**config.mk**
```make
export PLATFORM = sky130hd
export DESIGN_NAME = controle_envase
export DESIGN_NICKNAME = d
export VERILOG_FILES = /design/src/rtl/controle_envase.sv
export SDC_FILE = /design/constraint.sdc
export NUM_CORES = 1
export LEC_CHECK = 0
export ABC_AREA = 1
export BUFFER_PORTS_ARGS = -buffer_cell sky130_fd_sc_hd__buf_4
export CAP_MARGIN = 20
export CORE_MARGIN = 4
export CORE_UTILIZATION = 35
export DETAILED_ROUTE_END_ITERATION = 8
export PLACE_DENSITY = 0.61
export RECOVER_POWER = 100
export SYNTH_ARGS = -nofsm -noshare
export SYNTH_HDL_FRONTEND = slang
export SYNTH_SLANG_ARGS = --single-unit
```
**constraint.sdc**
```tcl
create_clock -name clk -period 1.5 [get_ports clk]
set_clock_uncertainty 0.2 [all_clocks]
set_input_delay 0.225 -clock clk [delete_from_list [all_inputs] [get_ports clk]]
set_output_delay 0.225 -clock clk [all_outputs]
set_load 0.02 [all_outputs]
```
**src/rtl/controle_envase.sv**
```systemverilog
// controle_envase: sequencing controller for one bottling station.
// It moves each bottle along the conveyor, fills it, then corks it.
// Each corked bottle consumes one cork from the line stock block,
// signalled by a one-cycle done pulse.
// A fill that never reaches level parks the station in a fault state
// until it is acknowledged.
// An empty cork line holds the bottle at the corking position until
// corks arrive.
module controle_envase #(
    parameter logic [7:0] FILL_TIMEOUT = 8'd50,
    parameter logic [3:0] CORK_TIME    = 4'd3
) (
    input  logic       clk,
    input  logic       reset,
    input  logic       start,
    input  logic       limpa_erro,
    input  logic       sensor_garrafa,
    input  logic       sensor_cheio,
    input  logic       sensor_rolha_pos,
    input  logic [7:0] contagem_rolhas_linha,
    input  logic       alerta_estoque_baixo,
    output logic       motor,
    output logic       valvula,
    output logic       vedador,
    output logic       done,
    output logic       erro,
    output logic       aviso_rolha,
    output logic [2:0] estado,
    output logic [7:0] garrafas_ok
);

    typedef enum logic [2:0] {
        IDLE          = 3'd0,
        TRANSPORTE    = 3'd1,
        ENCHENDO      = 3'd2,
        TRANSP_VEDA   = 3'd3,
        AGUARDA_ROLHA = 3'd4,
        VEDANDO       = 3'd5,
        ERRO          = 3'd6
    } state_t;

    // The last timer value allowed in each timed state.
    // Both parameters are zero-extended to the 8-bit timer width.
    localparam logic [7:0] FILL_LAST = FILL_TIMEOUT - 8'd1;
    localparam logic [7:0] CORK_LAST = {4'd0, CORK_TIME} - 8'd1;

    state_t     state;
    state_t     state_n;
    logic [7:0] timer;
    logic [7:0] timer_n;
    logic [7:0] count_n;
    logic       corks_available;

    assign corks_available = (contagem_rolhas_linha != 8'd0);

    // Next-state, timer and bottle-count decisions.
    // The timer only runs inside ENCHENDO and VEDANDO.
    // Every other state holds the timer at zero, so entering a timed state
    // always starts the count from zero.
    always_comb begin
        state_n = state;
        timer_n = 8'd0;
        count_n = garrafas_ok;
        case (state)
            IDLE: begin
                if (start) begin
                    state_n = TRANSPORTE;
                end
            end
            TRANSPORTE: begin
                if (!start) begin
                    state_n = IDLE;
                end else if (sensor_garrafa) begin
                    state_n = ENCHENDO;
                end
            end
            ENCHENDO: begin
                if (sensor_cheio) begin
                    state_n = TRANSP_VEDA;
                end else if (timer == FILL_LAST) begin
                    state_n = ERRO;
                end else begin
                    timer_n = timer + 8'd1;
                end
            end
            TRANSP_VEDA: begin
                if (sensor_rolha_pos) begin
                    state_n = corks_available ? VEDANDO : AGUARDA_ROLHA;
                end
            end
            AGUARDA_ROLHA: begin
                if (corks_available) begin
                    state_n = VEDANDO;
                end
            end
            VEDANDO: begin
                if (timer == CORK_LAST) begin
                    state_n = start ? TRANSPORTE : IDLE;
                    if (garrafas_ok != 8'hFF) begin
                        count_n = garrafas_ok + 8'd1;
                    end
                end else begin
                    timer_n = timer + 8'd1;
                end
            end
            ERRO: begin
                if (limpa_erro) begin
                    state_n = IDLE;
                end
            end
            default: begin
                state_n = IDLE;
            end
        endcase
    end

    // State, timer and counter registers.
    // The actuator outputs are decoded from the next state here, so each
    // output is registered yet lines up with the state it belongs to.
    always_ff @(posedge clk or negedge reset) begin
        if (!reset) begin
            state       <= IDLE;
            timer       <= 8'd0;
            garrafas_ok <= 8'd0;
            motor       <= 1'b0;
            valvula     <= 1'b0;
            vedador     <= 1'b0;
            done        <= 1'b0;
            erro        <= 1'b0;
            aviso_rolha <= 1'b0;
            estado      <= 3'd0;
        end else begin
            state       <= state_n;
            timer       <= timer_n;
            garrafas_ok <= count_n;
            motor       <= (state_n == TRANSPORTE) || (state_n == TRANSP_VEDA);
            valvula     <= (state_n == ENCHENDO);
            vedador     <= (state_n == VEDANDO);
            done        <= (state_n == VEDANDO) && (timer_n == CORK_LAST);
            erro        <= (state_n == ERRO);
            aviso_rolha <= (state_n == AGUARDA_ROLHA) || alerta_estoque_baixo;
            estado      <= state_n;
        end
    end

endmodule

```
==> out/qor.yml, run 1 <==
clkSinkCount: 25
grt_pass1_wl_um: 5860
synth_fp_nets: 205
drt_first_pass_iters: 4
drcViolationCount: 0
endpoint_kind: "register"
avgSynthCellArea_sq_um: 7.70
io_buffers: 32
globalRouteOverflowTotal: 0
die-area_sq_um: 5160
syn2layout_area_growth_pct: 54.5
track_usage_pct: 14.4
nets: 281
worstHoldStart: "limpa_erro"
yosysSeqAreaShare_pct: 43.9
period_needed_ps: 1720
htreeDepth: 1
wl_per_cell_um: 11.4
whs_path_depth: 4
power_mw: 2.38
antenna_found_initial: 0
viasPerCell: 4.48
dr_total_vias: 1379
ys_seq_elements: 25
power_leakage_nw: 1.19
path_class: "reg2reg"
tns_ps: -2220
setup_slack_ps: -224
ys_types: 21
rsz0062_at_grt: "true"
grt_max_degree: 26
antenna_left: 0
fmax_mhz: 580
dr.first_iter.drc_count: 33
power_density_nw_per_um2: 1080
worst-r2r-cell-count: 11
synthTopCellsByArea: "dfrtp_1 44%, nand2_1 11%, inv_1 8.2%"
yosysTopAreaCell: "dfrtp_1"
setup_viol: 23
rows: 22
place_inst: 295
io_pins: 33
r2r_slack_ps: -220
ff_latch_area_sq_um: 629
clockBufferDepth: 2
status: "finished, violations left"
holdPathEnd: "erro$_DFF_PN0_"
r2r_start: "timer[1]$_DFF_PN0_"
ys_warn_count: 0
multi_input_area_sq_um: 807
start_util_pct: 37.5
slew_viol_final: 0
clk_pin_slew_ps: 100
n_antenna_cell: 0
syn_inst: 185
worstPathRequired_ps: 1520
r2r-end: "done$_DFF_PN0_"
grt_pass1_vias: 1363
syn-cell-area_sq_um: 1430
synth_top_area_share_pct: 43.9
worstHoldPathType: "in2reg"
whs_ps: 44.5
path_max_fanout: 8
crit_start: "timer[1]$_DFF_PN0_"
dp_hpwl_um: 2540
clock_latency_ps: 280
arrival_ps: 1750
cts_tree: "yes"
worst_slew_pin_slew_ps: 623
reg_top3: "garrafas_ok x8, timer x8, state x3"
root_buffer: "clkbuf_8"
die_w_um: 71.8
gp_congestion: 0.816
numCtsBuffers: 3
fillCellCount: 353
cap_violations: 0
slew_headroom_pct: 58.4
core_sq_um: 3800
place_area_sq_um: 1980
drt_wl_total_um: 3500
irDropWorstVdd_mv: 0.786
startpoint_type: "register"
final_cell_count_no_fill: 308
fin_area_sq_um: 2200
dieHeight_um: 71.8
violations: "setup timing"
fin_crit_sh_pct: 115
finalHoldViolations: 0
drive_gt1_share_pct: 46.5
-- routing by layer --
metal  track usage, %  vias to the layer above  share of wire (%)
li1                 -                      720                  -
met1             19.1                      617                 43
met2             22.8                       34                 50
met3             2.10                        8                4.8
met4             6.89                        0                2.4
met5                0                        -                  0
-- worst max-delay path, stage by stage (launching register included) --
cell and delay (ps):
dfrtp_2 460, buf_6 130, ha_4 150, nand2_2 60
nor2_2 30, nand2_2 80, nand2_4 90, nand2_8 120
nand3b_1 80, nor2_1 110, nand2_1 70, nor2_2 80
-- cell families after synthesis --
group | count (synthesis) | share of synthesized area (%)
AOI/OAI and AO/OA | 4 | 1.40
adders and majority gates | 4 | 3.51
xor gates and xnor gates | 10 | 6.15
DFF | 25 | 43.9
buffers and inverters | 37 | 9.75
and+or+nand+nor | 105 | 35.3
-- worst max-delay path by stage --
stage,endpoint,slack (ps),depth (start not counted)
after floorplan,done$_DFF_PN0_,-90,11
after global placement,done$_DFF_PN0_,-190,11
after detailed placement,vedador$_DFF_PN0_,-220,11
after CTS,done$_DFF_PN0_,-230,12
after global routing,done$_DFF_PN0_,-320,12
final,done$_DFF_PN0_,-220,11
-- synthesized netlist by cell type --
master	number
nand2_1	42
inv_1	31
nor2_1	28
dfrtp_1	25
nand3_1	9
nand4_1	8
xor2_1	6
inv_2	5
ha_1	4
nand3_2	4
nor2_2	4
xnor2_1	4
nor3_1	3
o21ai_1	3
nand2_2	2
nand2_4	2
clkinv_1	1
nand3b_1	1
nand4_2	1
nor3_2	1
o21ai_0	1
-- per-stage QoR --
| step | util [%] | setup slack [ps] |
|---|---|---|
| finish | 58.0 | -224 |
| floorplan | - | -85.4 |
| detailed placement | 52.0 | -222 |
| global route | 58.0 | -321 |
| global placement | 52.0 | -194 |
| CTS | 55.0 | -231 |
-- area by class of cell --
class                   instances  share of cell area [%]
well taps                      48                    2.73
flip-flops and latches         25                    28.6
clock inverters                 1                   0.341
multi-input cells             123                    36.6
clock buffers                   3                    1.88
repair buffers                 71                    23.4
inverters                      37                    6.42
-- layout by cell type (no fill, tap or decap), drive strengths merged --
cell type and count:
nand3 13, clkinv 1, nor2 32, xor2 6, ha 4, clkbuf 19, dfrtp 25, buf 53
dlygate4sd3 2, nand2 46, clkinvlp 1, nand3b 1, nor3 4, xnor2 4, inv 36, nand4 9
o21ai 4
-- where the power goes --
| part | total [mW] | leakage [nW] | internal (mW) | switching [mW] |
|---|---|---|---|---|
| registers | 0.849 | 0.335 | 0.770 | 0.0790 |
| clock network | 0.419 | 0.0217 | 0.189 | 0.230 |
| logic | 1.12 | 0.835 | 0.517 | 0.599 |
| total | 2.38 | 1.19 | 1.48 | 0.908 |
-- timing repair --
item,CTS,global route
resized for setup,4,43
endpoints found under the setup margin,23,25
setup buffers,4,3
hold buffers,2,0
pin swaps,1,12
endpoints found under the hold margin,26,0
(Power assumes the default switching activity.)
==> run 2: changes to the inputs <==
- CORE_ASPECT_RATIO: unset -> 1.5
- GPL_ROUTABILITY_DRIVEN: unset -> 1
==> out/qor.yml, run 2 (synthesis results as in run 1) <==
endpoint_kind: "register"
rows: 28
combPwrFrac_pct: 43.6
gp_congestion: 0.775
period_needed_ps: 1720
status: "finished, violations left"
power_leakage_nw: 1.18
reg_top3: "garrafas_ok x8, timer x8, state x3"
track_usage_pct: 14.3
die_w_um: 60.1
globalRouteOverflowTotal: 0
internal_power_mw: 1.37
switching_share_pct: 38.1
numCtsBuffers: 3
drt_wl_total_um: 3180
power_mw: 2.22
dr.first_iter.drc_count: 23
syn2layout_area_growth_pct: 48.4
fin_crit_sh_pct: 114
place_area_sq_um: 1960
slew_headroom_pct: 59.2
path_class: "reg2reg"
worst_slew_pin_slew_ps: 612
n_antenna_cell: 0
violations: "setup timing"
fin_area_sq_um: 2110
grt_pass1_vias: 1438
fillCellCount: 406
io_buffers: 32
irDropWorstVdd_mv: 0.914
clk_pin_slew_ps: 90
io_pins: 33
core_sq_um: 3920
worstPathRequired_ps: 1470
path_max_fanout: 3
worstHoldPathType: "in2reg"
arrival_ps: 1690
grt_max_degree: 26
finalHoldViolations: 0
p_sw_mw: 0.847
setup_viol: 18
clockBufferDepth: 2
dr_total_vias: 1380
clkSinkCount: 25
cpMostUsedCell: "nand2_2"
path_cells: "buf_4 -> ha_1 -> inv_2 -> nor2_2 -> nand3_2 -> inv_2 -> nand2_2 -> nand2_2 -> nor2_4 -> nor2_4 -> nand2_2 -> inv_1"
clkPwrFrac_pct: 18.5
grt_pass1_wl_um: 5790
layout_common_cells: "47 x buf_4, 31 x nand2_1, 27 x inv_1, 27 x nor2_1, 23 x dfrtp_1"
start_util_pct: 36.3
antenna_found_initial: 0
power_density_nw_per_um2: 1050
dieHeight_um: 86.2
htreeDepth: 1
cap_violations: 0
dp_hpwl_um: 2530
setup_slack_ps: -217
slowest_stage: "dfrtp_1"
max_stage_delay_ps: 410
root_buffer: "clkbuf_8"
mostFrequentLayoutCell: "buf_4"
antenna_left: 0
rsz0062_at_grt: "true"
fmax_mhz: 582
drive_gt1_share_pct: 38.9
drt_first_pass_iters: 4
drcViolationCount: 0
wl_per_cell_um: 10.5
cts_tree: "yes"
die-area_sq_um: 5180
nets: 278
clock_latency_ps: 270
viasPerCell: 4.57
critPathTopFamily: "simple AND/OR/NAND/NOR gates"
pwr-share-seq_pct: 37.9
slew_viol_final: 0
crit_buf_inv: 4
startpoint_type: "register"
run 2: what timing repair did:
action / 4_1_cts / 5_1_grt
hold buffers: 2 / 0
buffers inserted: 3 / 2
resized for setup: 15 / 14
pin swaps: 11 / 8
setup endpoints to repair: 23 / 26
hold endpoints to repair: 26 / 0
run 2: worst register-to-register path, stage by stage (launching register included):
cell and delay, ps:
dfrtp_1 410, buf_4 140, ha_1 190, inv_2 50
nor2_2 30, nand3_2 90, inv_2 50, nand2_2 60
nand2_2 60, nor2_4 170, nor2_4 60, nand2_2 70
inv_1 40
run 2: worst paths after layout:
kind	endpoint	slack, ps	depth (start not counted)	from
hold reg to reg	garrafas_ok[4]$_DFFE_PN0P_	360	2	garrafas_ok[4]$_DFFE_PN0P_
setup reg to reg	vedador$_DFF_PN0_	-220	12	timer[0]$_DFF_PN0_
hold / removal	erro$_DFF_PN0_	90	4	limpa_erro
setup / recovery	vedador$_DFF_PN0_	-220	12	timer[0]$_DFF_PN0_
min in group asynchronous	garrafas_ok[2]$_DFFE_PN0P_	290	2	reset
max in group asynchronous	garrafas_ok[0]$_DFFE_PN0P_	380	2	reset
run 2: cell type report:
class / count / area [sq um] / share of cell area, %
clock buffer: 3 / 41.3 / 1.95
clock inverter: 1 / 7.51 / 0.355
inverter: 37 / 144 / 6.80
multi-input combinational: 123 / 756 / 35.7
sequential: 25 / 628 / 29.7
tap: 45 / 56.3 / 2.66
timing repair buffer: 68 / 482 / 22.8
run 2: stage by stage:
step / hold slack [ps] / worst slack, ps / setup TNS [ps] / util [%] / std cells
after global placement: -52.2 / -205 / -1730 / 50.1 / 291
final: 85.8 / -217 / -2210 / 53.9 / 302
after global routing: 105 / -359 / -5000 / 53.9 / 302
after floorplan: -271 / -85.4 / -588 / - / 185
after CTS: 87.7 / -235 / -2520 / 54.0 / 300
after detailed placement: -49.9 / -234 / -2220 / 50.1 / 291
run 2: layer usage:
layer	global-route usage, %	up-vias	wire length [um]
met1	15.5	641	1220
met4	7.06	0	107
li1	-	704	-
met5	0	-	0
met3	2.41	11	138
met2	25.5	24	1720
run 2: power groups by stage:
stage | Sequential [mW] | Clock (mW) | Combinational, mW
after floorplan | 0.967 | 0 | 0.339
after global placement | 0.857 | 0 | 0.863
after detailed placement | 0.859 | 0 | 0.874
after CTS | 0.842 | 0.422 | 0.958
after global routing | 0.857 | 0.461 | 1.08
final | 0.842 | 0.412 | 0.968
==> run 3: changes to the inputs <==
- CAP_MARGIN: 20 -> unset
- CORE_MARGIN: 4 -> unset
- MAX_ROUTING_LAYER: unset -> met4
==> out/qor.yml, run 3 (synthesis results as in run 1) <==
cts_tree: "yes"
power_mw: 2.13
path_cells: "inv_1 -> ha_1 -> inv_1 -> nor2_2 -> nand3_2 -> nand2_4 -> nand2_8 -> nand2_2 -> nand2_1 -> nor2_1 -> nand2_1 -> nor2_2"
die-area_sq_um: 4340
worst_slew_pin_slew_ps: 626
combPwrFrac_pct: 40.8
r2r_slack_ps: -210
period_needed_ps: 1710
drive_gt1_share_pct: 36.4
clkPwrFrac_pct: 19.3
clk_pin_slew_ps: 90
status: "finished, violations left"
slew_viol_final: 0
cap_violations: 0
endpoint_kind: "register"
setup_slack_ps: -212
critPathTopFamily: "simple AND/OR/NAND/NOR gates"
internal_power_mw: 1.30
clkSinkCount: 25
slew_headroom_pct: 58.3
drt_first_pass_iters: 4
slowest_stage: "dfrtp_1"
syn2layout_area_growth_pct: 44.3
irDropWorstVdd_mv: 0.832
antenna_found_initial: 0
viasPerCell: 4.57
gp_congestion: 0.798
numCtsBuffers: 3
layout_common_cells: "45 x buf_4, 32 x nand2_1, 29 x inv_1, 27 x nor2_1, 23 x dfrtp_1"
path_class: "reg2reg"
dr.first_iter.drc_count: 13
holdPathEnd: "erro$_DFF_PN0_"
io_buffers: 32
r2r-end: "done$_DFF_PN0_"
dp_hpwl_um: 2460
crit_start: "timer[1]$_DFF_PN0_"
htreeDepth: 1
max_stage_delay_ps: 440
power_density_nw_per_um2: 1040
r2r_start: "timer[1]$_DFF_PN0_"
crit_buf_inv: 2
antenna_left: 0
fin_crit_sh_pct: 114
rows: 28
power_leakage_nw: 1.12
setup_viol: 22
start_util_pct: 36.3
grt_max_degree: 26
n_antenna_cell: 0
tns_ps: -2290
finalHoldViolations: 0
place_area_sq_um: 1950
worstHoldStart: "limpa_erro"
startpoint_type: "register"
drcViolationCount: 0
clock_latency_ps: 270
die_w_um: 54.1
post-route-util_pct: 52.4
reg_top3: "garrafas_ok x8, timer x8, state x3"
fin_area_sq_um: 2060
violations: "setup timing"
switching_share_pct: 38.9
grt_pass1_vias: 1303
worstPathRequired_ps: 1510
nets: 274
mostFrequentLayoutCell: "buf_4"
fmax_mhz: 584
grt_pass1_wl_um: 5220
whs_path_depth: 4
wl_per_cell_um: 10.6
track_usage_pct: 16.8
worstHoldPathType: "in2reg"
worst-r2r-cell-count: 12
rsz0062_at_grt: "true"
root_buffer: "clkbuf_8"
dr_total_vias: 1362
io_pins: 33
core_sq_um: 3920
clockBufferDepth: 2
drt_wl_total_um: 3150
dieHeight_um: 80.2
p_sw_mw: 0.829
globalRouteOverflowTotal: 0
arrival_ps: 1720
pwr-share-seq_pct: 39.9
path_max_fanout: 8
[run 3: changes by cell type in the layout (fill, tap and decap cells not counted), moves of 2 or more]
cell | previous run | this run
inv_1 | 27 | 29
buf_4 | 47 | 45
inv_2 | 8 | 6
nand2_4 | 4 | 2
[run 3: power groups by stage]
stage	clock, mW	sequential (mW)	combinational, mW
after global placement	0	0.857	0.814
after detailed placement	0	0.861	0.821
after CTS	0.428	0.848	0.883
final	0.412	0.850	0.870
after global routing	0.456	0.868	0.975
after floorplan	0	0.967	0.339
[run 3: layer usage]
metal  part of all wire, %  track usage, %
met1                    41            16.7
met3                   2.3            1.89
met2                    55            30.9
met5                     0               -
met4                   2.3            8.21
[run 3: worst max-delay path by stage]
| stage | to | depth (start not counted) |
|---|---|---|
| CTS | done$_DFF_PN0_ | 12 |
| detailed placement | done$_DFF_PN0_ | 10 |
| global route | done$_DFF_PN0_ | 12 |
| finish | done$_DFF_PN0_ | 12 |
| floorplan | done$_DFF_PN0_ | 11 |
| global placement | vedador$_DFF_PN0_ | 10 |
[run 3: layout make-up]
type                            count  area, sq um
Fill cell                         388         1870
Multi-Input combinational cell    123          747
Sequential cell                    25          628
Timing Repair Buffer               64          435
Inverter                           37          141
Tap cell                           45         56.3
Clock buffer                        3         41.3
Clock inverter                      1         7.51
[run 3: tightest hold or removal path: cells and delay by family]
family	cells	cell delay [ps]
buf+inv	1	80
simple gates	3	220
[run 3: stage by stage]
step           std cells  setup slack, ps  hold slack [ps]
6_report             298             -212             81.6
5_1_grt              298             -341              102
4_1_cts              297             -216             54.9
3_5_place_dp         291             -217            -48.8
3_3_place_gp         291             -200            -51.6
2_1_floorplan        185            -85.4             -271
[run 3: timing repair]
| action | in CTS | in global routing |
|---|---|---|
| pin swaps | 1 | 6 |
| buffers inserted | 0 | 1 |
| hold endpoints to repair | 26 | 0 |
| endpoints found under the setup margin | 20 | 26 |
| gates resized for setup | 8 | 14 |
| hold buffers | 2 | 0 |
